<file path="src/rtl/hazard_stall_ctrl_pkg.sv">
// -----------------------------------------------------------------------------
// riscv_hazard_pkg
// Shared types and constants for the 5-stage pipeline hazard/stall controller.
//   hz_state_t  : controller FSM states
//   hz_ctrl_t   : bundle of the five pipeline control strobes
//   REG_ZERO    : index of the hard-wired zero register (never a hazard source)
//   WAIT_TIMEOUT_DEF : default data-memory wait watchdog limit
// -----------------------------------------------------------------------------
package riscv_hazard_pkg;

    typedef enum logic [1:0] {
        RUN      = 2'd0,
        LU_STALL = 2'd1,
        MEM_WAIT = 2'd2,
        ERROR    = 2'd3
    } hz_state_t;

    // Field order is fixed so the strobe patterns below read left to right.
    typedef struct packed {
        logic bubble;
        logic ifid_hold;
        logic ifid_flush;
        logic idex_flush;
        logic exmem_hold;
    } hz_ctrl_t;

    localparam int unsigned REG_ZERO         = 0;
    localparam int unsigned WAIT_TIMEOUT_DEF = 255;

    // Control patterns used by the FSM.
    localparam hz_ctrl_t CTRL_NONE = 5'b00000;
    localparam hz_ctrl_t CTRL_LU   = 5'b11010; // hold PC + IF/ID, bubble into EX
    localparam hz_ctrl_t CTRL_BR   = 5'b00110; // squash IF/ID and ID/EX, PC takes target
    localparam hz_ctrl_t CTRL_MEM  = 5'b11001; // freeze front end and EX/MEM

endpackage : riscv_hazard_pkg

</file>
<file path="src/rtl/hazard_stall_ctrl_if.sv">
// -----------------------------------------------------------------------------
// hazard_stall_ctrl_if
// Bundles the hazard-detection inputs and pipeline-control outputs of
// hazard_stall_ctrl. clk/reset are kept as plain ports on the modules.
//   master : pipeline side (drives hazard inputs, receives control strobes)
//   slave  : hazard_stall_ctrl side
// stall_cycles/flush_count carry perf counts when HAZARD_PERF_CNT_EN is
// defined and are tied to 0 otherwise.
// -----------------------------------------------------------------------------
interface hazard_stall_ctrl_if #(
    parameter int REG_W = 5
);
    logic [REG_W-1:0] id_rs1;
    logic [REG_W-1:0] id_rs2;
    logic             id_uses_rs2;
    logic [REG_W-1:0] ex_rd;
    logic             ex_mem_read;
    logic             ex_branch_taken;
    logic             mem_req;
    logic             mem_ready;

    logic             bubble;
    logic             ifid_hold;
    logic             ifid_flush;
    logic             idex_flush;
    logic             exmem_hold;
    logic             timeout_err;
    logic [31:0]      stall_cycles;
    logic [31:0]      flush_count;

    modport master (
        output id_rs1, id_rs2, id_uses_rs2, ex_rd, ex_mem_read,
               ex_branch_taken, mem_req, mem_ready,
        input  bubble, ifid_hold, ifid_flush, idex_flush, exmem_hold,
               timeout_err, stall_cycles, flush_count
    );

    modport slave (
        input  id_rs1, id_rs2, id_uses_rs2, ex_rd, ex_mem_read,
               ex_branch_taken, mem_req, mem_ready,
        output bubble, ifid_hold, ifid_flush, idex_flush, exmem_hold,
               timeout_err, stall_cycles, flush_count
    );
endinterface : hazard_stall_ctrl_if

</file>
<file path="src/rtl/hazard_stall_ctrl_wait_timer.sv">
// -----------------------------------------------------------------------------
// hazard_wait_timer
// Counts consecutive data-memory wait cycles for the stall controller.
//   clk, reset : core clock, async active-low reset
//   load_i     : start a new wait (count := 1)
//   inc_i      : another wait cycle elapsed
//   clear_i    : wait finished or abandoned (count := 0); wins over load/inc
//   expired_o  : count has reached WAIT_TIMEOUT
// -----------------------------------------------------------------------------
module hazard_wait_timer #(
    parameter int unsigned WAIT_TIMEOUT = 255
) (
    input  logic clk,
    input  logic reset,
    input  logic load_i,
    input  logic inc_i,
    input  logic clear_i,
    output logic expired_o
);
    localparam int unsigned CNT_W = $clog2(WAIT_TIMEOUT + 1);

    logic [CNT_W-1:0] wait_cnt_q;
    logic [CNT_W-1:0] wait_cnt_d;

    always_comb begin
        wait_cnt_d = wait_cnt_q;
        if (clear_i) begin
            wait_cnt_d = '0;
        end else if (load_i) begin
            wait_cnt_d = CNT_W'(1);
        end else if (inc_i) begin
            wait_cnt_d = wait_cnt_q + CNT_W'(1);
        end
    end

    // NOTE: state registers use non-blocking assignment so every flop samples
    // pre-edge values, independent of process evaluation order.
    always_ff @(posedge clk or negedge reset) begin
        if (!reset) begin
            wait_cnt_q <= '0;
        end else begin
            wait_cnt_q <= wait_cnt_d;
        end
    end

    assign expired_o = (wait_cnt_q == CNT_W'(WAIT_TIMEOUT));

endmodule : hazard_wait_timer

</file>
<file path="src/rtl/hazard_stall_ctrl.sv">
// -----------------------------------------------------------------------------
// hazard_stall_ctrl
// Hazard/stall controller for the 5-stage RISC-V pipeline. Detects load-use
// hazards and EX-resolved taken branches, and freezes the pipeline during
// multi-cycle data-memory accesses with a watchdog that latches timeout_err.
//   clk    : core clock
//   reset  : asynchronous active-low reset; all outputs are 0 while low
//   hz     : hazard_stall_ctrl_if.slave (hazard inputs, control outputs)
// Parameters: REG_W, LU_BUBBLES (1 or 2), WAIT_TIMEOUT (2..65535).
// Optional feature macro: HAZARD_PERF_CNT_EN enables the stall_cycles and
// flush_count performance counters; otherwise those outputs are tied to 0.
// -----------------------------------------------------------------------------
module hazard_stall_ctrl
    import riscv_hazard_pkg::*;
#(
    parameter int          REG_W        = 5,
    parameter int          LU_BUBBLES   = 1,
    parameter int unsigned WAIT_TIMEOUT = WAIT_TIMEOUT_DEF
) (
    input  logic                clk,
    input  logic                reset,
    hazard_stall_ctrl_if.slave  hz
);
    hz_state_t  state_q, state_d;
    logic [1:0] lu_cnt_q, lu_cnt_d;
    logic       timeout_err_q, timeout_err_d;

    logic       load_use;
    logic       mem_stall;
    logic       timer_load, timer_inc, timer_clear, timer_expired;

    hz_ctrl_t   ctrl;       // raw FSM strobes
    hz_ctrl_t   run_ctrl;   // RUN decision assuming no memory stall
    hz_state_t  run_next;
    logic [1:0] run_lu_cnt;

    assign load_use = hz.ex_mem_read
                    && (hz.ex_rd != REG_W'(REG_ZERO))
                    && ((hz.ex_rd == hz.id_rs1)
                        || (hz.id_uses_rs2 && (hz.ex_rd == hz.id_rs2)));

    assign mem_stall = hz.mem_req && !hz.mem_ready;

    // RUN evaluation with mem_stall = 0; reused when a memory wait completes
    // so a branch or load-use hazard held during the wait still takes effect.
    always_comb begin
        run_ctrl   = CTRL_NONE;
        run_next   = RUN;
        run_lu_cnt = 2'd0;
        if (hz.ex_branch_taken) begin
            // The ID instruction is squashed, so any load-use on it is moot.
            run_ctrl = CTRL_BR;
        end else if (load_use) begin
            run_ctrl = CTRL_LU;
            if (LU_BUBBLES == 2) begin
                run_next   = LU_STALL;
                run_lu_cnt = 2'd1;
            end
        end
    end

    // NOTE: every signal written here gets a default first, so no path leaves
    // a value unassigned and no latch is inferred.
    always_comb begin
        ctrl          = CTRL_NONE;
        state_d       = state_q;
        lu_cnt_d      = lu_cnt_q;
        timeout_err_d = timeout_err_q;
        timer_load    = 1'b0;
        timer_inc     = 1'b0;
        timer_clear   = 1'b0;

        unique case (state_q)
            RUN: begin
                if (mem_stall) begin
                    ctrl       = CTRL_MEM;
                    state_d    = MEM_WAIT;
                    timer_load = 1'b1;
                end else begin
                    ctrl     = run_ctrl;
                    state_d  = run_next;
                    lu_cnt_d = run_lu_cnt;
                end
            end

            LU_STALL: begin
                if (mem_stall) begin
                    // lu_cnt stays non-zero so the stall resumes after the wait.
                    ctrl       = CTRL_MEM;
                    state_d    = MEM_WAIT;
                    timer_load = 1'b1;
                end else begin
                    ctrl = CTRL_LU;
                    if (lu_cnt_q >= 2'(LU_BUBBLES - 1)) begin
                        state_d  = RUN;
                        lu_cnt_d = 2'd0;
                    end else begin
                        lu_cnt_d = lu_cnt_q + 2'd1;
                    end
                end
            end

            MEM_WAIT: begin
                if (!hz.mem_ready) begin
                    ctrl = CTRL_MEM;
                    if (timer_expired) begin
                        state_d       = ERROR;
                        timeout_err_d = 1'b1;
                        timer_clear   = 1'b1;
                    end else begin
                        timer_inc = 1'b1;
                    end
                end else begin
                    ctrl        = run_ctrl;
                    timer_clear = 1'b1;
                    if (lu_cnt_q != 2'd0) begin
                        state_d = LU_STALL;
                    end else begin
                        state_d  = run_next;
                        lu_cnt_d = run_lu_cnt;
                    end
                end
            end

            ERROR: begin
                ctrl = CTRL_MEM;
            end

            default: begin
                state_d = RUN;
            end
        endcase
    end

    always_ff @(posedge clk or negedge reset) begin
        if (!reset) begin
            state_q       <= RUN;
            lu_cnt_q      <= 2'd0;
            timeout_err_q <= 1'b0;
        end else begin
            state_q       <= state_d;
            lu_cnt_q      <= lu_cnt_d;
            timeout_err_q <= timeout_err_d;
        end
    end

    hazard_wait_timer #(
        .WAIT_TIMEOUT (WAIT_TIMEOUT)
    ) u_wait_timer (
        .clk       (clk),
        .reset     (reset),
        .load_i    (timer_load),
        .inc_i     (timer_inc),
        .clear_i   (timer_clear),
        .expired_o (timer_expired)
    );

    // Outputs are gated by reset directly so they drop to 0 the moment reset
    // asserts, not only after the registers have cleared.
    assign hz.bubble      = reset && ctrl.bubble;
    assign hz.ifid_hold   = reset && ctrl.ifid_hold;
    assign hz.ifid_flush  = reset && ctrl.ifid_flush;
    assign hz.idex_flush  = reset && ctrl.idex_flush;
    assign hz.exmem_hold  = reset && ctrl.exmem_hold;
    assign hz.timeout_err = reset && timeout_err_q;

`ifdef HAZARD_PERF_CNT_EN
    logic [31:0] stall_cycles_q;
    logic [31:0] flush_count_q;

    always_ff @(posedge clk or negedge reset) begin
        if (!reset) begin
            stall_cycles_q <= '0;
            flush_count_q  <= '0;
        end else begin
            if (hz.bubble) begin
                stall_cycles_q <= stall_cycles_q + 32'd1;
            end
            if (hz.idex_flush) begin
                flush_count_q <= flush_count_q + 32'd1;
            end
        end
    end

    assign hz.stall_cycles = stall_cycles_q;
    assign hz.flush_count  = flush_count_q;
`else
    assign hz.stall_cycles = 32'd0;
    assign hz.flush_count  = 32'd0;
`endif

endmodule : hazard_stall_ctrl

</file>
<file path="src/flat_wrapper.sv">
// flat-port wrapper written by rule: the top's interface ports become plain ports
module hazard_stall_ctrl_flat import riscv_hazard_pkg::*;
#(
    parameter int          REG_W        = 5,
    parameter int          LU_BUBBLES   = 1,
    parameter int unsigned WAIT_TIMEOUT = WAIT_TIMEOUT_DEF
)
  (clk, reset, hz_id_rs1, hz_id_rs2, hz_id_uses_rs2, hz_ex_rd, hz_ex_mem_read, hz_ex_branch_taken, hz_mem_req, hz_mem_ready, hz_bubble, hz_ifid_hold, hz_ifid_flush, hz_idex_flush, hz_exmem_hold, hz_timeout_err, hz_stall_cycles, hz_flush_count);
  hazard_stall_ctrl_if #(.REG_W(REG_W)) hz_i ();
  input  logic clk;
  input  logic reset;
  input wire logic [$bits(hz_i.id_rs1)-1:0] hz_id_rs1;
  input wire logic [$bits(hz_i.id_rs2)-1:0] hz_id_rs2;
  input wire logic [$bits(hz_i.id_uses_rs2)-1:0] hz_id_uses_rs2;
  input wire logic [$bits(hz_i.ex_rd)-1:0] hz_ex_rd;
  input wire logic [$bits(hz_i.ex_mem_read)-1:0] hz_ex_mem_read;
  input wire logic [$bits(hz_i.ex_branch_taken)-1:0] hz_ex_branch_taken;
  input wire logic [$bits(hz_i.mem_req)-1:0] hz_mem_req;
  input wire logic [$bits(hz_i.mem_ready)-1:0] hz_mem_ready;
  output wire logic [$bits(hz_i.bubble)-1:0] hz_bubble;
  output wire logic [$bits(hz_i.ifid_hold)-1:0] hz_ifid_hold;
  output wire logic [$bits(hz_i.ifid_flush)-1:0] hz_ifid_flush;
  output wire logic [$bits(hz_i.idex_flush)-1:0] hz_idex_flush;
  output wire logic [$bits(hz_i.exmem_hold)-1:0] hz_exmem_hold;
  output wire logic [$bits(hz_i.timeout_err)-1:0] hz_timeout_err;
  output wire logic [$bits(hz_i.stall_cycles)-1:0] hz_stall_cycles;
  output wire logic [$bits(hz_i.flush_count)-1:0] hz_flush_count;
  assign hz_i.id_rs1 = hz_id_rs1;
  assign hz_i.id_rs2 = hz_id_rs2;
  assign hz_i.id_uses_rs2 = hz_id_uses_rs2;
  assign hz_i.ex_rd = hz_ex_rd;
  assign hz_i.ex_mem_read = hz_ex_mem_read;
  assign hz_i.ex_branch_taken = hz_ex_branch_taken;
  assign hz_i.mem_req = hz_mem_req;
  assign hz_i.mem_ready = hz_mem_ready;
  assign hz_bubble = hz_i.bubble;
  assign hz_ifid_hold = hz_i.ifid_hold;
  assign hz_ifid_flush = hz_i.ifid_flush;
  assign hz_idex_flush = hz_i.idex_flush;
  assign hz_exmem_hold = hz_i.exmem_hold;
  assign hz_timeout_err = hz_i.timeout_err;
  assign hz_stall_cycles = hz_i.stall_cycles;
  assign hz_flush_count = hz_i.flush_count;
  hazard_stall_ctrl #(.REG_W(REG_W), .LU_BUBBLES(LU_BUBBLES), .WAIT_TIMEOUT(WAIT_TIMEOUT)) u_core (.clk(clk), .reset(reset), .hz(hz_i));
endmodule
</file>
<file path="config.mk">
export PLATFORM = sky130hd
export DESIGN_NAME = hazard_stall_ctrl_flat
export DESIGN_NICKNAME = d
export VERILOG_FILES = /design/src/rtl/hazard_stall_ctrl_pkg.sv /design/src/rtl/hazard_stall_ctrl_if.sv /design/src/rtl/hazard_stall_ctrl_wait_timer.sv /design/src/rtl/hazard_stall_ctrl.sv /design/src/flat_wrapper.sv
export SDC_FILE = /design/constraint.sdc
export NUM_CORES = 1
export LEC_CHECK = 0
export BUFFER_PORTS_ARGS = -buffer_cell sky130_fd_sc_hd__buf_2
export CORE_MARGIN = 5
export CORE_UTILIZATION = 30
export CTS_CLUSTER_DIAMETER = 80
export DETAILED_ROUTE_END_ITERATION = 10
export GPL_TIMING_DRIVEN = 0
export PLACE_DENSITY_LB_ADDON = 0.08
export RECOVER_POWER = 100
export SLEW_MARGIN = 10
export SYNTH_ARGS = -nofsm -noshare
export SYNTH_HDL_FRONTEND = slang
export SYNTH_SLANG_ARGS = --single-unit
</file>
<file path="constraint.sdc">
create_clock -name clk -period 1.83 [get_ports clk]
set_input_delay 0 -clock clk [delete_from_list [all_inputs] [get_ports clk]]
set_output_delay 0 -clock clk [all_outputs]
set_load 0.02 [all_outputs]
</file>
Word level (Yosys, flattened, before mapping)

Cells that the tools add are included.

Bits of input ports: 22
Bits in registers: 13
Logic and storage cells: 71
Output and inout port bits: 70

Bitwise logic cells: 1
Equality and inequality tests: 12
$lt $le $gt $ge: 1
Reduce and logical (&&, ||, !) cells: 21
$add $sub $neg: 2
Multiplexer cells: 30

Operator list:

| kind                  | number |
|---|---|
| $mux W8               | 3 |
| $mux W2               | 11 |
| $mux W5               | 4 |
| $pmux W5 S4           | 1 |
| $pmux W2 S3           | 2 |
| $eq A5 B5 Y1          | 2 |
| $logic_and A1 B1 Y1   | 10 |
| $mux W1               | 9 |
| $add A8 B1 Y8 const B | 1 |
| $eq A8 B8 Y1 const B  | 1 |
| $ne A2 B2 Y1 const B  | 4 |
| $reduce_and A3 Y1     | 2 |
| $reduce_bool A3 Y1    | 2 |
| $reduce_and A5 Y1     | 1 |
| $reduce_bool A5 Y1    | 1 |
| $eq A2 B2 Y1 const B  | 2 |
| $ne A3 B1 Y1 const B  | 1 |
| $ne A3 B2 Y1 const B  | 1 |
| $add A2 B1 Y2 const B | 1 |
| $eq A2 B1 Y1 const B  | 1 |
| $ge A2 B1 Y1 const B  | 1 |
| $logic_not A2 Y1      | 1 |
| $reduce_bool A2 Y1    | 1 |
| $reduce_or A2 Y1      | 1 |
| 3 further kinds       | 3 |

Logic depth before layout (Yosys ltp)

Gate-level depths: netlist (run 1).

Depth after elaboration: 9
Mapped depth: 5
Gate-level depth less buffers: 5

Modules after synthesis

Synthesis (run 1) repeated with hierarchy kept, for this count alone.

Cell total of the unflattened synthesis: 149
Area, all modules: 1226.2 µm²

By module, submodules not included:

| module            | instances | sequential area each (µm²) | cells each | area an instance (µm²) |
|---|---|---|---|---|
| hazard_stall_ctrl | 1         | 75.1                       | 108        | 828.3 |
| hazard_wait_timer | 1         | 200.2                      | 41         | 397.9 |

Worst setup path before layout (run 1)

Ideal clock, no wire load.

Path type: input to output
Start point: in hz_ex_rd[3]
End point: out hz_ifid_hold
Data required time: 1830 ps
Cell stages on the path: 5
Path buffers: 1
Arrival time: 1696 ps
Setup slack: 134 ps
Cells stage by stage: xor2_1 -> nor4_1 -> a32oi_1 -> o41ai_1 -> buf_4

Cells in the longest elaborated chain, start to end: 9
Elaborated cells on any way between the ends: 13
Classes of those cells: eq/ne (2); mux (5); reduce/logical (6)

RTL lines:

| item                       | line                                              | RTL |
|---|---|---|
| start: declaration         | flat_wrapper.sv:15                                | `input wire logic [$bits(hz_i.ex_rd)-1:0] hz_ex_rd;` |
| $eq A5 B5 Y1               | hazard_stall_ctrl.sv:40                           | `\|\| (hz.id_uses_rs2 && (hz.ex_rd == hz.id_rs2)));` |
| $logic_and A1 B1 Y1        | hazard_stall_ctrl.sv:40                           |  |
| $logic_or A1 B1 Y1         | hazard_stall_ctrl.sv:40                           |  |
| $logic_and A1 B1 Y1 *      | hazard_stall_ctrl.sv:39                           | `&& ((hz.ex_rd == hz.id_rs1)` |
| $mux W5 *                  | hazard_stall_ctrl.sv:53                           | `end else if (load_use) begin` |
| $mux W5 *                  | hazard_stall_ctrl.sv:50                           | `if (hz.ex_branch_taken) begin` |
| $mux W5 (on tied branches) | hazard_stall_ctrl.sv:104, hazard_stall_ctrl.sv:75 |  |
| $pmux W5 S4 *              | hazard_stall_ctrl.sv:73                           | `unique case (state_q)` |
| $logic_and A1 B1 Y1 *      | hazard_stall_ctrl.sv:161                          | `assign hz.ifid_hold = reset && ctrl.ifid_hold;` |
| end: declaration           | flat_wrapper.sv:21                                | `output wire logic [$bits(hz_i.ifid_hold)-1:0] hz_ifid_hold;` |

Mark *: on every way between the ends. The rest lies on a longest branch, timed or not.

Worst setup path after layout (run 1)

Start point: reg u_core.state_q[1]
End point: reg u_core.u_wait_timer.wait_cnt_q[7]

Cells in the longest elaborated chain, start to end: 5
Elaborated cells on any way between the ends: 10
Classes of those cells: eq/ne (2); mux (5); reduce/logical (3)

RTL lines:

| item                                                    | line                               | RTL |
|---|---|---|
| start: declaration                                      | hazard_stall_ctrl.sv:24            | `hz_state_t state_q, state_d;` |
| start signal: assignment                                | hazard_stall_ctrl.sv:141           | `state_q <= state_d;` |
| $eq A2 B1 Y1 / $logic_not A2 Y1 (equally long branches) | hazard_stall_ctrl.sv:73            |  |
| $reduce_or A2 Y1 (no source line)                       | --                                 |  |
| $mux W1                                                 | --                                 |  |
| $mux W8                                                 | hazard_stall_ctrl_wait_timer.sv:29 | `end else if (load_i) begin` |
| $mux W8                                                 | hazard_stall_ctrl_wait_timer.sv:27 | `if (clear_i) begin` |
| end signal: assignment                                  | hazard_stall_ctrl_wait_timer.sv:42 | `wait_cnt_q <= wait_cnt_d;` |
| end: declaration                                        | hazard_stall_ctrl_wait_timer.sv:22 | `logic [CNT_W-1:0] wait_cnt_q;` |

Several ways; a longest one is shown, not always the timed one.
A chain may end at the register's enable or synchronous reset.

==> report_table.html, run 1 <==
<table>
<tr><th>Metric</th><th>Value</th></tr>
<tr><th colspan="2">Clocking</th></tr>
<tr><td>Clk Latency, worst-skew pair</td><td>approximately 0.24 ns</td></tr>
<tr><td>Deepest level of the CTS H-tree</td><td>1</td></tr>
<tr><td>Number of post-CTS setup repair buffers</td><td>0</td></tr>
<tr><td>Clock-pin slew on the worst setup and hold paths</td><td>0.05 ns</td></tr>
<tr><td>Clock tree root driver cell</td><td>clkbuf_8</td></tr>
<tr><td>Clock Tree Buf Depth</td><td>2</td></tr>
<tr><td>Total clock buffers created by CTS</td><td>3</td></tr>
<tr><td>Clock tree from TritonCTS</td><td>yes</td></tr>
<tr><td>Total number of clock tree sinks</td><td>11</td></tr>
<tr><th colspan="2">Floorplan</th></tr>
<tr><td>Floorplan Core Area</td><td>4060 µm²</td></tr>
<tr><td>Number of top-level design ports</td><td>92</td></tr>
<tr><td>Initial core utilization</td><td>0.312</td></tr>
<tr><td>Die Area</td><td>between 5000 and 6000 µm²</td></tr>
<tr><td>Die Width</td><td>between 70 and 80 µm</td></tr>
<tr><td>Die height</td><td>75.0 µm</td></tr>
<tr><td>Std-Cell Rows</td><td>23</td></tr>
<tr><th colspan="2">Min path</th></tr>
<tr><td>Launch instance of the worst min-delay path</td><td>hz_mem_req</td></tr>
<tr><td>End point of the most critical hold path</td><td>u_core.state_q[1]$_DFFE_PN0P_</td></tr>
<tr><td>Number of stages on the worst hold path</td><td>3</td></tr>
<tr><td>Hold/Removal Path Class</td><td>in -&gt; reg</td></tr>
<tr><th colspan="2">Route</th></tr>
<tr><td>Via Count</td><td>~1000</td></tr>
<tr><td>Final Routed Wirelength</td><td>between 2000 and 3000 µm</td></tr>
<tr><td>Number of iterations in the first detailed-routing pass</td><td>4</td></tr>
<tr><td>Antenna Nets Post-Route</td><td>0</td></tr>
<tr><td>Per-cell routed wire length</td><td>between 8 and 9 µm</td></tr>
<tr><td>Count of unresolved DRC violations after routing</td><td>0</td></tr>
<tr><td>DRC violation total after the first TritonRoute iteration</td><td>24</td></tr>
<tr><td>DR vias/cell</td><td>around 3.5</td></tr>
<tr><th colspan="2">Synthesis</th></tr>
<tr><td>Combined area of all synthesized cells</td><td>approximately 1300 µm²</td></tr>
<tr><td>Proportion of synthesized chip area in sequential cells</td><td>0.217</td></tr>
<tr><td>Total of flip-flops plus latches after synthesis</td><td>11</td></tr>
<tr><td>Post-synth top flop</td><td>dfrtp_1</td></tr>
<tr><td>Number of flops mapped to enable cells by yosys</td><td>0</td></tr>
<tr><td>Synth async-reset ratio</td><td>1.00</td></tr>
<tr><td>Yosys warns</td><td>0</td></tr>
<tr><td>Average cell area after synthesis</td><td>roughly 8.4 µm²</td></tr>
<tr><td>Count of distinct cell types in the synthesized netlist</td><td>36</td></tr>
<tr><td>Post-synthesis instance total</td><td>151</td></tr>
<tr><th colspan="2">Place</th></tr>
<tr><td>HPWL after detailed placement</td><td>2180 µm</td></tr>
<tr><td>Inst Count DP</td><td>291</td></tr>
<tr><td>Final weighted congestion of routability-driven global placement</td><td>between 0.7 and 0.8</td></tr>
<tr><td>Total of buffers placed on input and output ports</td><td>27</td></tr>
<tr><td>Placed cell areas</td><td>1700 µm²</td></tr>
<tr><th colspan="2">Critical path</th></tr>
<tr><td>Critical path, cell by cell</td><td>or3b_1, buf_6, a2111oi_4, xnor2_1, nor2_2</td></tr>
<tr><td>Slack of the worst reg-to-reg path</td><td>between 0.2 and 0.25 ns</td></tr>
<tr><td>Critical Path Source</td><td>u_core.state_q[1]$_DFFE_PN0P_</td></tr>
<tr><td>Critical Path Source Type</td><td>flop</td></tr>
<tr><td>Data arrival time of the worst path</td><td>approximately 1.7 ns</td></tr>
<tr><td>Number of cells traversed by the worst register-to-register path</td><td>5</td></tr>
<tr><td>Worst path slowest cell</td><td>dfrtp_1</td></tr>
<tr><td>Max incr delay on CP</td><td>between 0.4 and 0.5 ns</td></tr>
<tr><td>Highest fanout seen on the critical path</td><td>7</td></tr>
<tr><td>Category of cells accounting for the largest share of critical-path delay</td><td>simple AND/OR/NAND/NOR gates</td></tr>
<tr><td>Worst endpoint required time</td><td>approximately 1.9 ns</td></tr>
<tr><td>Reg-to-reg critical path startpoint</td><td>u_core.state_q[1]$_DFFE_PN0P_</td></tr>
<tr><td>Critical path buffer and inverter count</td><td>1</td></tr>
<tr><td>Worst setup EP type</td><td>flop</td></tr>
<tr><td>Type of the worst setup path</td><td>reg -&gt; reg</td></tr>
<tr><td>Reg-to-Reg End</td><td>u_core.u_wait_timer.wait_cnt_q[7]$_DFFE_PN0P_</td></tr>
<tr><th colspan="2">Global route</th></tr>
<tr><td>Vias in the first global route</td><td>slightly above 900</td></tr>
<tr><td>Number of antenna violations at the first check in global routing</td><td>0</td></tr>
<tr><td>Total global routing track utilization</td><td>0.0862</td></tr>
<tr><td>Pin count of the biggest net entering global routing</td><td>17</td></tr>
<tr><td>Grt ovf</td><td>0</td></tr>
<tr><td>Wire length of the first global-routing pass</td><td>~3700 µm</td></tr>
<tr><th colspan="2">Timing</th></tr>
<tr><td>Final Hold Viols</td><td>0</td></tr>
<tr><td>Final Cycle Share</td><td>0.890</td></tr>
<tr><td>Final Hold Slack</td><td>0.0524 ns</td></tr>
<tr><td>F_max</td><td>between 600 and 700 MHz</td></tr>
<tr><td>Setup repair after global routing missed its margin</td><td>false</td></tr>
<tr><td>Number of max-slew violations in the final report</td><td>0</td></tr>
<tr><td>Setup TNS</td><td>0 ns</td></tr>
<tr><td>Tmin final</td><td>between 1.5 and 2 ns</td></tr>
<tr><td>Final setup violation count</td><td>0</td></tr>
<tr><td>Fin Clk Skew</td><td>0.00511 ns</td></tr>
<tr><th colspan="2">Power and ir drop</th></tr>
<tr><td>Cell internal pwr</td><td>roughly 0.00057 W</td></tr>
<tr><td>Reported leakage power</td><td>between 1 and 1.5 nW</td></tr>
<tr><td>Part of the power in combinational logic</td><td>0.415</td></tr>
<tr><td>Clock network fraction of total power</td><td>0.273</td></tr>
<tr><td>Total power density per cell area</td><td>around 510 nW/µm²</td></tr>
<tr><td>Post-route total power</td><td>around 0.00090 W</td></tr>
<tr><td>Fraction of power consumed by sequential logic</td><td>0.312</td></tr>
<tr><td>Worst vdd rail ir drop</td><td>around 0.00017 V</td></tr>
<tr><td>Switching power as a share of total power</td><td>0.368</td></tr>
<tr><td>Net Sw Power</td><td>0.000331 W</td></tr>
<tr><th colspan="2">Finish</th></tr>
<tr><td>Post-Layout Cell Count</td><td>between 200 and 300</td></tr>
<tr><td>Layout cells sized above 1</td><td>0.386</td></tr>
<tr><td>Diode insertion count for antenna repair</td><td>0</td></tr>
<tr><td>Most common library cell in the layout ignoring fill and taps</td><td>buf_4</td></tr>
<tr><td>Final net count</td><td>270</td></tr>
<tr><td>Commonest cells after routing, fill and taps aside</td><td>buf_4 (65), conb_1 (64), buf_2 (21), xor2_1 (11), dfrtp_1 (11)</td></tr>
<tr><td>Area delta synth-&gt;final</td><td>38.9%</td></tr>
<tr><td>Final Cell Area</td><td>1760 µm²</td></tr>
<tr><th colspan="2">Outcome</th></tr>
<tr><td>Run status</td><td>completed</td></tr>
<tr><th colspan="2">Job</th></tr>
<tr><td>Number of max-cap violations</td><td>0</td></tr>
</table>
==> power groups by stage <==
stage,sequential (W),clock (W),combinational [W]
floorplan,0.000279,0,0.000308
global placement,0.000284,0,0.000364
detailed placement,0.000283,0,0.000364
CTS,0.000280,0.000254,0.000366
global route,0.000283,0.000267,0.000406
finish,0.000280,0.000245,0.000373
==> cells by family after synthesis <==
| family | synth area share |
|---|---|
| buffers and inverters | 0.410 |
| AND/OR/NAND/NOR | 0.124 |
| AO/OA/AOI/OAI | 0.126 |
| XOR/XNOR | 0.111 |
| flip-flops | 0.217 |
| adder cells (fa/ha/maj) | 0.00988 |
| other | 0.00296 |
==> layout make-up <==
class | count | area, µm²
clock buffers | 4 | 45.0
well taps | 50 | 62.6
inverters | 4 | 15.0
fillers | 437 | 2300
repair buffers | 28 | 141
plain buffers | 67 | 504
multi-input cells | 132 | 716
flip-flops and latches | 11 | 275
==> state kept, by name, summed over array words and instances, names as in the netlist <==
| register | count |
|---|---|
| u_core.timeout_err_q | 1 |
| u_core.state_q | 2 |
| u_core.u_wait_timer.wait_cnt_q | 8 |
==> metrics by stage <==
| stage | util | setup slack [ns] |
|---|---|---|
| floorplan | - | 0.134 |
| global placement | 0.419 | 0.205 |
| detailed placement | 0.419 | 0.189 |
| CTS | 0.433 | 0.0478 |
| global route | 0.434 | 0.0557 |
| finish | 0.434 | 0.201 |
==> what timing repair did <==
action	CTS	global route
hold buffers	1	0
resized for setup	0	2
endpoints found under the hold margin	11	0
endpoints found under the setup margin	0	2
==> tightest hold or removal path, cell delays in order <==
cell	delay, ns
buf_2	0.11
nand2_1	0.09
nand2_1	0.06
==> cells in the mapped netlist (2+ instances only) <==
master | count | share of area
nand3_1 | 4 | 0.016
inv_1 | 4 | 0.012
a211oi_1 | 2 | 0.012
xor2_1 | 11 | 0.076
buf_4 | 65 | 0.39
nor2_1 | 9 | 0.027
xnor2_1 | 5 | 0.035
dfrtp_1 | 11 | 0.22
o2111ai_1 | 2 | 0.014
nand2_1 | 7 | 0.021
o21ai_0 | 3 | 0.012
o41ai_1 | 2 | 0.014
a21oi_1 | 3 | 0.012
==> worst max-delay path by stage <==
stage	endpoint	slack (ns)	cells past startpoint
2_1_floorplan	hz_ifid_hold	0.13	5
3_3_place_gp	u_core.u_wait_timer.wait_cnt_q[7]$_DFFE_PN0P_	0.20	5
3_5_place_dp	u_core.u_wait_timer.wait_cnt_q[7]$_DFFE_PN0P_	0.19	5
4_1_cts	hz_ifid_hold	0.05	6
5_1_grt	hz_ifid_hold	0.06	6
6_report	u_core.u_wait_timer.wait_cnt_q[7]$_DFFE_PN0P_	0.20	5
==> per-layer routing <==
layer  vias up  share of wire  track usage
li1        563              -            -
met1       401           0.44        0.116
met2        61           0.43        0.121
met3         3           0.13       0.0401
met4         0         0.0047       0.0296
met5         -              0            0
No activity file was read; power rests on OpenSTA's default activity.
==> inputs of run 2 (changes only) <==
==> constraint.sdc (replaced) <==
create_clock -name clk -period 1.83 [get_ports clk]
set_input_delay 0.0915 -clock clk [delete_from_list [all_inputs] [get_ports clk]]
set_output_delay 0.0915 -clock clk [all_outputs]
set_load 0.02 [all_outputs]
==> run 2 against run 1 <==
Compared with the run above:
- largest cell class unchanged
- critical endpoint is now hz_ifid_hold
- register-to-register slack better by 0.02 ns
- clock skew down 0.0012 ns
- clock-buffer cell count is the same
- combinational power hardly changed
==> report_table.html, run 2 (synthesis results as in run 1) <==
<table>
<tr><th>Metric</th><th>Value</th></tr>
<tr><th colspan="2">Outcome</th></tr>
<tr><td>Run status</td><td>completed</td></tr>
<tr><th colspan="2">Global route</th></tr>
<tr><td>Pin count of the biggest net entering global routing</td><td>12 (-5)</td></tr>
<tr><td>Vias in the first global route</td><td>914 (-0.54%)</td></tr>
<tr><td>Total global routing track utilization</td><td>0.0903 (+0.00408)</td></tr>
<tr><td>Wire length of the first global-routing pass</td><td>4000 µm (+6.8%)</td></tr>
<tr><td>Number of antenna violations at the first check in global routing</td><td>0 (unchanged)</td></tr>
<tr><td>Grt ovf</td><td>0 (unchanged)</td></tr>
<tr><th colspan="2">Finish</th></tr>
<tr><td>Final cell utilization of the core</td><td>0.433 (-0.000617)</td></tr>
<tr><td>Layout cells sized above 1</td><td>0.386 (unchanged)</td></tr>
<tr><td>Sequential cell area in the final layout</td><td>275 µm² (unchanged)</td></tr>
<tr><td>Final net count</td><td>270 (unchanged)</td></tr>
<tr><td>Most common library cell in the layout ignoring fill and taps</td><td>buf_4</td></tr>
<tr><td>Multi-input combinational cell area</td><td>716 µm² (unchanged)</td></tr>
<tr><td>Total of fill cells in the finished design</td><td>444 (+1.6%)</td></tr>
<tr><td>Top Registers</td><td>u_core.u_wait_timer.wait_cnt_q x8, u_core.state_q x2, u_core.timeout_err_q x1</td></tr>
<tr><td>Area delta synth-&gt;final</td><td>38.7%</td></tr>
<tr><td>Commonest cells after routing, fill and taps aside</td><td>buf_4 (65), conb_1 (64), buf_2 (22), xor2_1 (11), dfrtp_1 (11)</td></tr>
<tr><td>Diode insertion count for antenna repair</td><td>0 (unchanged)</td></tr>
<tr><td>Register with the highest flop count</td><td>u_core.u_wait_timer.wait_cnt_q</td></tr>
<tr><td>Max FFs per register</td><td>8 (unchanged)</td></tr>
<tr><th colspan="2">Place</th></tr>
<tr><td>Final weighted congestion of routability-driven global placement</td><td>0.690 (-7.8%)</td></tr>
<tr><td>Worst setup slack before clock tree synthesis</td><td>0.219 ns (+0.0296 ns)</td></tr>
<tr><td>Total of buffers placed on input and output ports</td><td>27 (unchanged)</td></tr>
<tr><td>HPWL after detailed placement</td><td>2310 µm (+5.8%)</td></tr>
<tr><th colspan="2">Critical path</th></tr>
<tr><td>Highest fanout seen on the critical path</td><td>3 (-4)</td></tr>
<tr><td>Worst endpoint required time</td><td>1.74 ns (-0.20 ns)</td></tr>
<tr><td>Critical Path Source Type</td><td>input port</td></tr>
<tr><td>Worst setup EP type</td><td>primary output</td></tr>
<tr><td>Type of the worst setup path</td><td>in -&gt; out</td></tr>
<tr><td>Data arrival time of the worst path</td><td>1.58 ns (-0.16 ns)</td></tr>
<tr><th colspan="2">Clocking</th></tr>
<tr><td>Clock Tree Buf Depth</td><td>2 (unchanged)</td></tr>
<tr><td>Total number of clock tree sinks</td><td>11 (unchanged)</td></tr>
<tr><td>Clk Latency, worst-skew pair</td><td>0.24 ns (about the same)</td></tr>
<tr><td>Clock-pin slew on the worst setup and hold paths</td><td>0.05 ns (about the same)</td></tr>
<tr><td>Resize count post-CTS</td><td>0 (unchanged)</td></tr>
<tr><td>Clock tree root driver cell</td><td>clkbuf_8</td></tr>
<tr><td>Total clock buffers created by CTS</td><td>3 (unchanged)</td></tr>
<tr><td>Clock tree from TritonCTS</td><td>yes</td></tr>
<tr><td>Deepest level of the CTS H-tree</td><td>1 (unchanged)</td></tr>
<tr><th colspan="2">Route</th></tr>
<tr><td>DR vias/cell</td><td>3.52 (+1.4%)</td></tr>
<tr><td>Count of unresolved DRC violations after routing</td><td>0 (unchanged)</td></tr>
<tr><td>Per-cell routed wire length</td><td>9.08 µm (+4.4%)</td></tr>
<tr><td>Via Count</td><td>1042 (+1.4%)</td></tr>
<tr><td>Final Routed Wirelength</td><td>2690 µm (+4.4%)</td></tr>
<tr><td>Antenna Nets Post-Route</td><td>0 (unchanged)</td></tr>
<tr><td>Number of iterations in the first detailed-routing pass</td><td>4 (unchanged)</td></tr>
<tr><td>DRC violation total after the first TritonRoute iteration</td><td>20 (-17%)</td></tr>
<tr><th colspan="2">Timing</th></tr>
<tr><td>Final setup margin</td><td>0.154 ns (-0.0471 ns)</td></tr>
<tr><td>Final setup violation count</td><td>0 (unchanged)</td></tr>
<tr><td>Headroom to the max-slew limit</td><td>0.634</td></tr>
<tr><td>Final Cycle Share</td><td>0.916 (+0.0257)</td></tr>
<tr><td>Setup TNS</td><td>0 ns (unchanged)</td></tr>
<tr><td>Slew at the pin closest to its max-slew limit</td><td>between 0.5 and 0.6 ns</td></tr>
<tr><td>Fin Clk Skew</td><td>0.00389 ns (-0.00122 ns)</td></tr>
<tr><td>Tmin final</td><td>1.68 ns (+0.0471 ns)</td></tr>
<tr><td>F_max</td><td>597 MHz (-2.8%)</td></tr>
<tr><td>Number of max-slew violations in the final report</td><td>0 (unchanged)</td></tr>
<tr><td>Setup repair after global routing missed its margin</td><td>false</td></tr>
<tr><td>Final Hold Viols</td><td>0 (unchanged)</td></tr>
<tr><th colspan="2">Floorplan</th></tr>
<tr><td>Std-Cell Rows</td><td>23 (unchanged)</td></tr>
<tr><td>Die Area</td><td>5620 µm² (unchanged)</td></tr>
<tr><td>Number of top-level design ports</td><td>92 (unchanged)</td></tr>
<tr><td>Die Width</td><td>75.0 µm (unchanged)</td></tr>
<tr><td>Initial core utilization</td><td>0.312 (unchanged)</td></tr>
<tr><td>Floorplan Core Area</td><td>4060 µm² (unchanged)</td></tr>
<tr><td>Die height</td><td>75.0 µm (unchanged)</td></tr>
<tr><th colspan="2">Power and ir drop</th></tr>
<tr><td>Cell internal pwr</td><td>0.000567 W (-0.14%)</td></tr>
<tr><td>Total power density per cell area</td><td>510 nW/µm² (-0.25%)</td></tr>
<tr><td>Fraction of power consumed by sequential logic</td><td>0.313 (about the same)</td></tr>
<tr><td>Net Sw Power</td><td>0.000328 W (-0.83%)</td></tr>
<tr><td>Part of the power in combinational logic</td><td>0.420 (+0.005)</td></tr>
<tr><td>Clock network fraction of total power</td><td>0.268 (-0.005)</td></tr>
<tr><td>Reported leakage power</td><td>1.02 nW (about the same)</td></tr>
<tr><td>Worst vdd rail ir drop</td><td>0.000229 V (+33%)</td></tr>
<tr><td>Switching power as a share of total power</td><td>0.367 (-0.00160)</td></tr>
<tr><th colspan="2">Min path</th></tr>
<tr><td>Hold/Removal Path Class</td><td>in -&gt; reg</td></tr>
<tr><th colspan="2">Job</th></tr>
<tr><td>Number of max-cap violations</td><td>0 (unchanged)</td></tr>
</table>
[run 2: cell types whose count changed in the layout (fill, tap and decap cells not counted)]
cell | previous run | this run
clkbuf_4 | 1 | 0
buf_2 | 21 | 22
[run 2: area by class of cell]
cell class,instances,share of cell area
buffer,67,0.287
clock buffer,4,0.0256
inverter,4,0.00855
multi-input combinational,132,0.407
sequential,11,0.157
tap,50,0.0356
timing repair buffer,28,0.0791
[run 2: metrics by stage]
stage                     instances  hold slack, ns  power (W)  cell area (µm²)
final                           296           0.141   0.000895             1760
after global routing            296           0.168   0.000958             1760
after CTS                       296           0.136   0.000899             1760
after detailed placement        291          0.0142   0.000650             1710
after global placement          291          0.0114   0.000652             1710
after floorplan                 214          -0.204   0.000588             1510
[run 2: final timing paths]
kind | startpoint | endpoint | slack [ns] | cells past startpoint
setup / recovery | hz_ex_rd[3] | hz_ifid_hold | 0.15 | 7
hold / removal | hz_mem_req | u_core.state_q[1]$_DFFE_PN0P_ | 0.14 | 3
setup reg to reg | u_core.u_wait_timer.wait_cnt_q[3]$_DFFE_PN0P_ | u_core.u_wait_timer.wait_cnt_q[2]$_DFFE_PN0P_ | 0.22 | 4
hold reg to reg | u_core.timeout_err_q$_DFFE_PN0P_ | u_core.timeout_err_q$_DFFE_PN0P_ | 0.45 | 1
max in group asynchronous | reset | u_core.timeout_err_q$_DFFE_PN0P_ | 0.87 | 2
min in group asynchronous | reset | u_core.u_wait_timer.wait_cnt_q[3]$_DFFE_PN0P_ | 0.59 | 2
[run 2: critical path: stages]
cell      delay [ns]
buf_2           0.12
xor2_1          0.15
nor4_1          0.28
a32oi_1         0.18
o41ai_2         0.37
buf_4           0.17
clkbuf_1        0.22
[run 2: metal layers]
| metal | vias up | track usage | share of wire | routed length (µm) |
|---|---|---|---|---|
| met5 | - | 0 | 0 | 0 |
| met4 | 0 | 0.0119 | 0.0026 | 7 |
| met3 | 2 | 0.0347 | 0.10 | 272 |
| met2 | 44 | 0.159 | 0.52 | 1410 |
| met1 | 435 | 0.107 | 0.37 | 996 |
| li1 | 561 | - | - | - |
[run 2: what timing repair did]
item / in CTS / in global routing
buffers inserted: 0 / 0
hold buffers: 1 / 0
setup endpoints to repair: 0 / 0
endpoints found under the hold margin: 11 / 0
[run 2: power groups by stage]
stage	Clock (W)	Combinational (W)	Sequential, W
2_1_floorplan	0	0.000309	0.000279
3_3_place_gp	0	0.000368	0.000284
3_5_place_dp	0	0.000367	0.000283
4_1_cts	0.000249	0.000371	0.000279
5_1_grt	0.000265	0.000410	0.000283
6_report	0.000240	0.000376	0.000280
==> inputs of run 3 (changes only) <==
--- a/config.mk
+++ b/config.mk
@@ -5,12 +5,14 @@
 export SDC_FILE = /design/constraint.sdc
 export NUM_CORES = 1
 export LEC_CHECK = 0
+export ABC_CLOCK_PERIOD_IN_PS = 1830
 export BUFFER_PORTS_ARGS = -buffer_cell sky130_fd_sc_hd__buf_2
 export CORE_MARGIN = 5
 export CORE_UTILIZATION = 30
 export CTS_CLUSTER_DIAMETER = 80
 export DETAILED_ROUTE_END_ITERATION = 10
 export GPL_TIMING_DRIVEN = 0
+export HOLD_SLACK_MARGIN = 0.15
 export PLACE_DENSITY_LB_ADDON = 0.08
 export RECOVER_POWER = 100
 export SLEW_MARGIN = 10
==> run 3 against run 2 <==
Compared with the run above:
- routed wire length grew 1.3%
- power grew 0.16%
- hold slack gained 0.090 ns
- clock power is essentially flat
- sequential share of layout area is essentially flat
- cell count grew 0.34%
- die area is the same
- fmax shrank 0.35%
- clock-buffer cell count is the same
- combinational power is essentially flat
- clock skew is essentially flat
- register-to-register slack lost 0.03 ns
==> report_table.html, run 3 (synthesis results as in run 1) <==
<table>
<tr><th>Metric</th><th>Value</th></tr>
<tr><th colspan="2">Timing</th></tr>
<tr><td>Headroom to the max-slew limit</td><td>0.634 (about the same)</td></tr>
<tr><td>Setup repair after global routing missed its margin</td><td>false</td></tr>
<tr><td>Fin Clk Skew</td><td>0.00404 ns (+0.000152 ns)</td></tr>
<tr><td>Final Hold Viols</td><td>0 (unchanged)</td></tr>
<tr><td>F_max</td><td>595 MHz (-0.35%)</td></tr>
<tr><td>Final Cycle Share</td><td>0.919 (+0.00326)</td></tr>
<tr><td>Final setup violation count</td><td>0 (unchanged)</td></tr>
<tr><td>Tmin final</td><td>1.68 ns (+0.00596 ns)</td></tr>
<tr><td>Setup TNS</td><td>0 ns (unchanged)</td></tr>
<tr><td>Number of max-slew violations in the final report</td><td>0 (unchanged)</td></tr>
<tr><td>Slew at the pin closest to its max-slew limit</td><td>0.547 ns (-0.000141 ns)</td></tr>
<tr><th colspan="2">Power and ir drop</th></tr>
<tr><td>Net Sw Power</td><td>0.000329 W (+0.16%)</td></tr>
<tr><td>Worst vdd rail ir drop</td><td>0.000244 V (+6.5%)</td></tr>
<tr><td>Fraction of power consumed by sequential logic</td><td>0.312 (about the same)</td></tr>
<tr><td>Switching power as a share of total power</td><td>0.367 (about the same)</td></tr>
<tr><td>Clock network fraction of total power</td><td>0.268 (about the same)</td></tr>
<tr><td>Part of the power in combinational logic</td><td>0.419 (about the same)</td></tr>
<tr><td>Cell internal pwr</td><td>0.000568 W (+0.15%)</td></tr>
<tr><td>Total power density per cell area</td><td>511 nW/µm² (+0.37%)</td></tr>
<tr><td>Reported leakage power</td><td>1.02 nW (about the same)</td></tr>
<tr><th colspan="2">Place</th></tr>
<tr><td>Inst Count DP</td><td>291 (unchanged)</td></tr>
<tr><td>HPWL after detailed placement</td><td>2310 µm (unchanged)</td></tr>
<tr><td>Total of buffers placed on input and output ports</td><td>27 (unchanged)</td></tr>
<tr><td>Final weighted congestion of routability-driven global placement</td><td>0.690 (unchanged)</td></tr>
<tr><th colspan="2">Critical path</th></tr>
<tr><td>Critical Path Source Type</td><td>input port</td></tr>
<tr><td>Type of the worst setup path</td><td>in -&gt; out</td></tr>
<tr><td>Worst endpoint required time</td><td>1.74 ns (about the same)</td></tr>
<tr><td>Worst setup EP type</td><td>primary output</td></tr>
<tr><td>Data arrival time of the worst path</td><td>1.59 ns (about the same)</td></tr>
<tr><td>Highest fanout seen on the critical path</td><td>3 (unchanged)</td></tr>
<tr><th colspan="2">Route</th></tr>
<tr><td>Antenna Nets Post-Route</td><td>0 (unchanged)</td></tr>
<tr><td>DRC violation total after the first TritonRoute iteration</td><td>20 (unchanged)</td></tr>
<tr><td>Via Count</td><td>1059 (+1.6%)</td></tr>
<tr><td>Count of unresolved DRC violations after routing</td><td>0 (unchanged)</td></tr>
<tr><td>Final Routed Wirelength</td><td>2720 µm (+1.3%)</td></tr>
<tr><td>Number of iterations in the first detailed-routing pass</td><td>4 (unchanged)</td></tr>
<tr><td>Per-cell routed wire length</td><td>9.16 µm (+0.92%)</td></tr>
<tr><td>DR vias/cell</td><td>3.57 (+1.3%)</td></tr>
<tr><th colspan="2">Global route</th></tr>
<tr><td>Pin count of the biggest net entering global routing</td><td>12 (unchanged)</td></tr>
<tr><td>Wire length of the first global-routing pass</td><td>4020 µm (+0.50%)</td></tr>
<tr><td>Total global routing track utilization</td><td>0.0908 (+0.000551)</td></tr>
<tr><td>Grt ovf</td><td>0 (unchanged)</td></tr>
<tr><td>Number of antenna violations at the first check in global routing</td><td>0 (unchanged)</td></tr>
<tr><td>Vias in the first global route</td><td>918 (+0.44%)</td></tr>
<tr><th colspan="2">Clocking</th></tr>
<tr><td>Clock-pin slew on the worst setup and hold paths</td><td>0.05 ns (about the same)</td></tr>
<tr><td>Total number of clock tree sinks</td><td>11 (unchanged)</td></tr>
<tr><td>Number of post-CTS setup repair buffers</td><td>0 (unchanged)</td></tr>
<tr><td>Deepest level of the CTS H-tree</td><td>1 (unchanged)</td></tr>
<tr><td>Clock Tree Buf Depth</td><td>2 (unchanged)</td></tr>
<tr><td>Clk Latency, worst-skew pair</td><td>0.24 ns (about the same)</td></tr>
<tr><td>Clock tree root driver cell</td><td>clkbuf_8</td></tr>
<tr><td>Total clock buffers created by CTS</td><td>3 (unchanged)</td></tr>
<tr><td>Clock tree from TritonCTS</td><td>yes</td></tr>
<tr><th colspan="2">Finish</th></tr>
<tr><td>Top Registers</td><td>u_core.u_wait_timer.wait_cnt_q x8, u_core.state_q x2, u_core.timeout_err_q x1</td></tr>
<tr><td>Most common library cell in the layout ignoring fill and taps</td><td>buf_4</td></tr>
<tr><td>Diode insertion count for antenna repair</td><td>0 (unchanged)</td></tr>
<tr><td>Final net count</td><td>271 (+0.37%)</td></tr>
<tr><td>Post-Layout Cell Count</td><td>297 (+0.34%)</td></tr>
<tr><td>Max FFs per register</td><td>8 (unchanged)</td></tr>
<tr><td>Total of fill cells in the finished design</td><td>446 (+0.45%)</td></tr>
<tr><td>Register with the highest flop count</td><td>u_core.u_wait_timer.wait_cnt_q</td></tr>
<tr><td>Area delta synth-&gt;final</td><td>38.4%</td></tr>
<tr><td>Commonest cells after routing, fill and taps aside</td><td>buf_4 (65), conb_1 (64), buf_2 (21), xor2_1 (11), dfrtp_1 (11)</td></tr>
<tr><td>Layout cells sized above 1</td><td>0.381 (-0.00561)</td></tr>
<tr><th colspan="2">Floorplan</th></tr>
<tr><td>Floorplan Core Area</td><td>4060 µm² (unchanged)</td></tr>
<tr><td>Initial core utilization</td><td>0.312 (unchanged)</td></tr>
<tr><td>Die Area</td><td>5620 µm² (unchanged)</td></tr>
<tr><td>Std-Cell Rows</td><td>23 (unchanged)</td></tr>
<tr><td>Die Width</td><td>75.0 µm (unchanged)</td></tr>
<tr><td>Number of top-level design ports</td><td>92 (unchanged)</td></tr>
<tr><td>Die height</td><td>75.0 µm (unchanged)</td></tr>
<tr><th colspan="2">Outcome</th></tr>
<tr><td>Run status</td><td>completed</td></tr>
<tr><th colspan="2">Min path</th></tr>
<tr><td>Hold/Removal Path Class</td><td>in -&gt; reg</td></tr>
<tr><th colspan="2">Job</th></tr>
<tr><td>Number of max-cap violations</td><td>0 (unchanged)</td></tr>
</table>
==> run 3: final timing paths <==
check / start / endpoint / slack (ns) / depth (start not counted)
min in group asynchronous: reset / u_core.u_wait_timer.wait_cnt_q[3]$_DFFE_PN0P_ / 0.59 / 2
max in group asynchronous: reset / u_core.timeout_err_q$_DFFE_PN0P_ / 0.87 / 2
worst max register to register: u_core.state_q[1]$_DFFE_PN0P_ / u_core.u_wait_timer.wait_cnt_q[7]$_DFFE_PN0P_ / 0.19 / 5
worst min-delay path: hz_mem_ready / u_core.state_q[1]$_DFFE_PN0P_ / 0.23 / 4
worst max-delay path: hz_ex_rd[3] / hz_ifid_hold / 0.15 / 7
worst min register to register: u_core.timeout_err_q$_DFFE_PN0P_ / u_core.timeout_err_q$_DFFE_PN0P_ / 0.45 / 1
==> run 3: per-stage QoR <==
step | util | hold WS (ns) | worst slack, ns | power, W | area [µm²]
4_1_cts | 0.437 | 0.230 | 0.173 | 0.000900 | 1770
2_1_floorplan | - | -0.204 | 0.260 | 0.000588 | 1510
5_1_grt | 0.432 | 0.264 | 0.0351 | 0.000958 | 1750
6_report | 0.432 | 0.231 | 0.148 | 0.000896 | 1750
3_3_place_gp | 0.421 | 0.0114 | 0.175 | 0.000652 | 1710
3_5_place_dp | 0.421 | 0.0142 | 0.219 | 0.000650 | 1710
==> run 3: critical path, stage by stage <==
cell,delay (ns)
buf_2,0.12
xor2_1,0.15
nor4_1,0.28
a32oi_1,0.18
o41ai_2,0.38
buf_4,0.17
clkbuf_1,0.22
==> run 3: layout make-up <==
class | count | area (µm²) | area share
clock buffers | 4 | 45.0 | 0.0257
inverters | 4 | 15.0 | 0.00857
plain buffers | 67 | 504 | 0.288
flip-flops and latches | 11 | 275 | 0.157
multi-input cells | 132 | 703 | 0.401
well taps | 50 | 62.6 | 0.0357
repair buffers | 29 | 148 | 0.0842
==> run 3: power groups by stage <==
stage                     logic [W]  clock network [W]  registers, W
after CTS                  0.000372           0.000249      0.000279
final                      0.000376           0.000241      0.000280
after global placement     0.000368                  0      0.000284
after detailed placement   0.000367                  0      0.000283
after floorplan            0.000309                  0      0.000279
after global routing       0.000410           0.000265      0.000283
==> run 3: timing repair <==
action                    CTS  global route
hold buffers                2             0
resized for setup           0             0
hold endpoints to repair   12             0
==> run 3: layer usage <==
layer / routed length, µm / share of wire / global-route usage / vias to the layer above
li1: - / - / - / 564
met1: 1010 / 0.37 / 0.107 / 445
met2: 1430 / 0.53 / 0.161 / 46
met3: 274 / 0.10 / 0.0347 / 4
met4: 12 / 0.0044 / 0.0119 / 0
met5: 0 / 0 / 0 / -
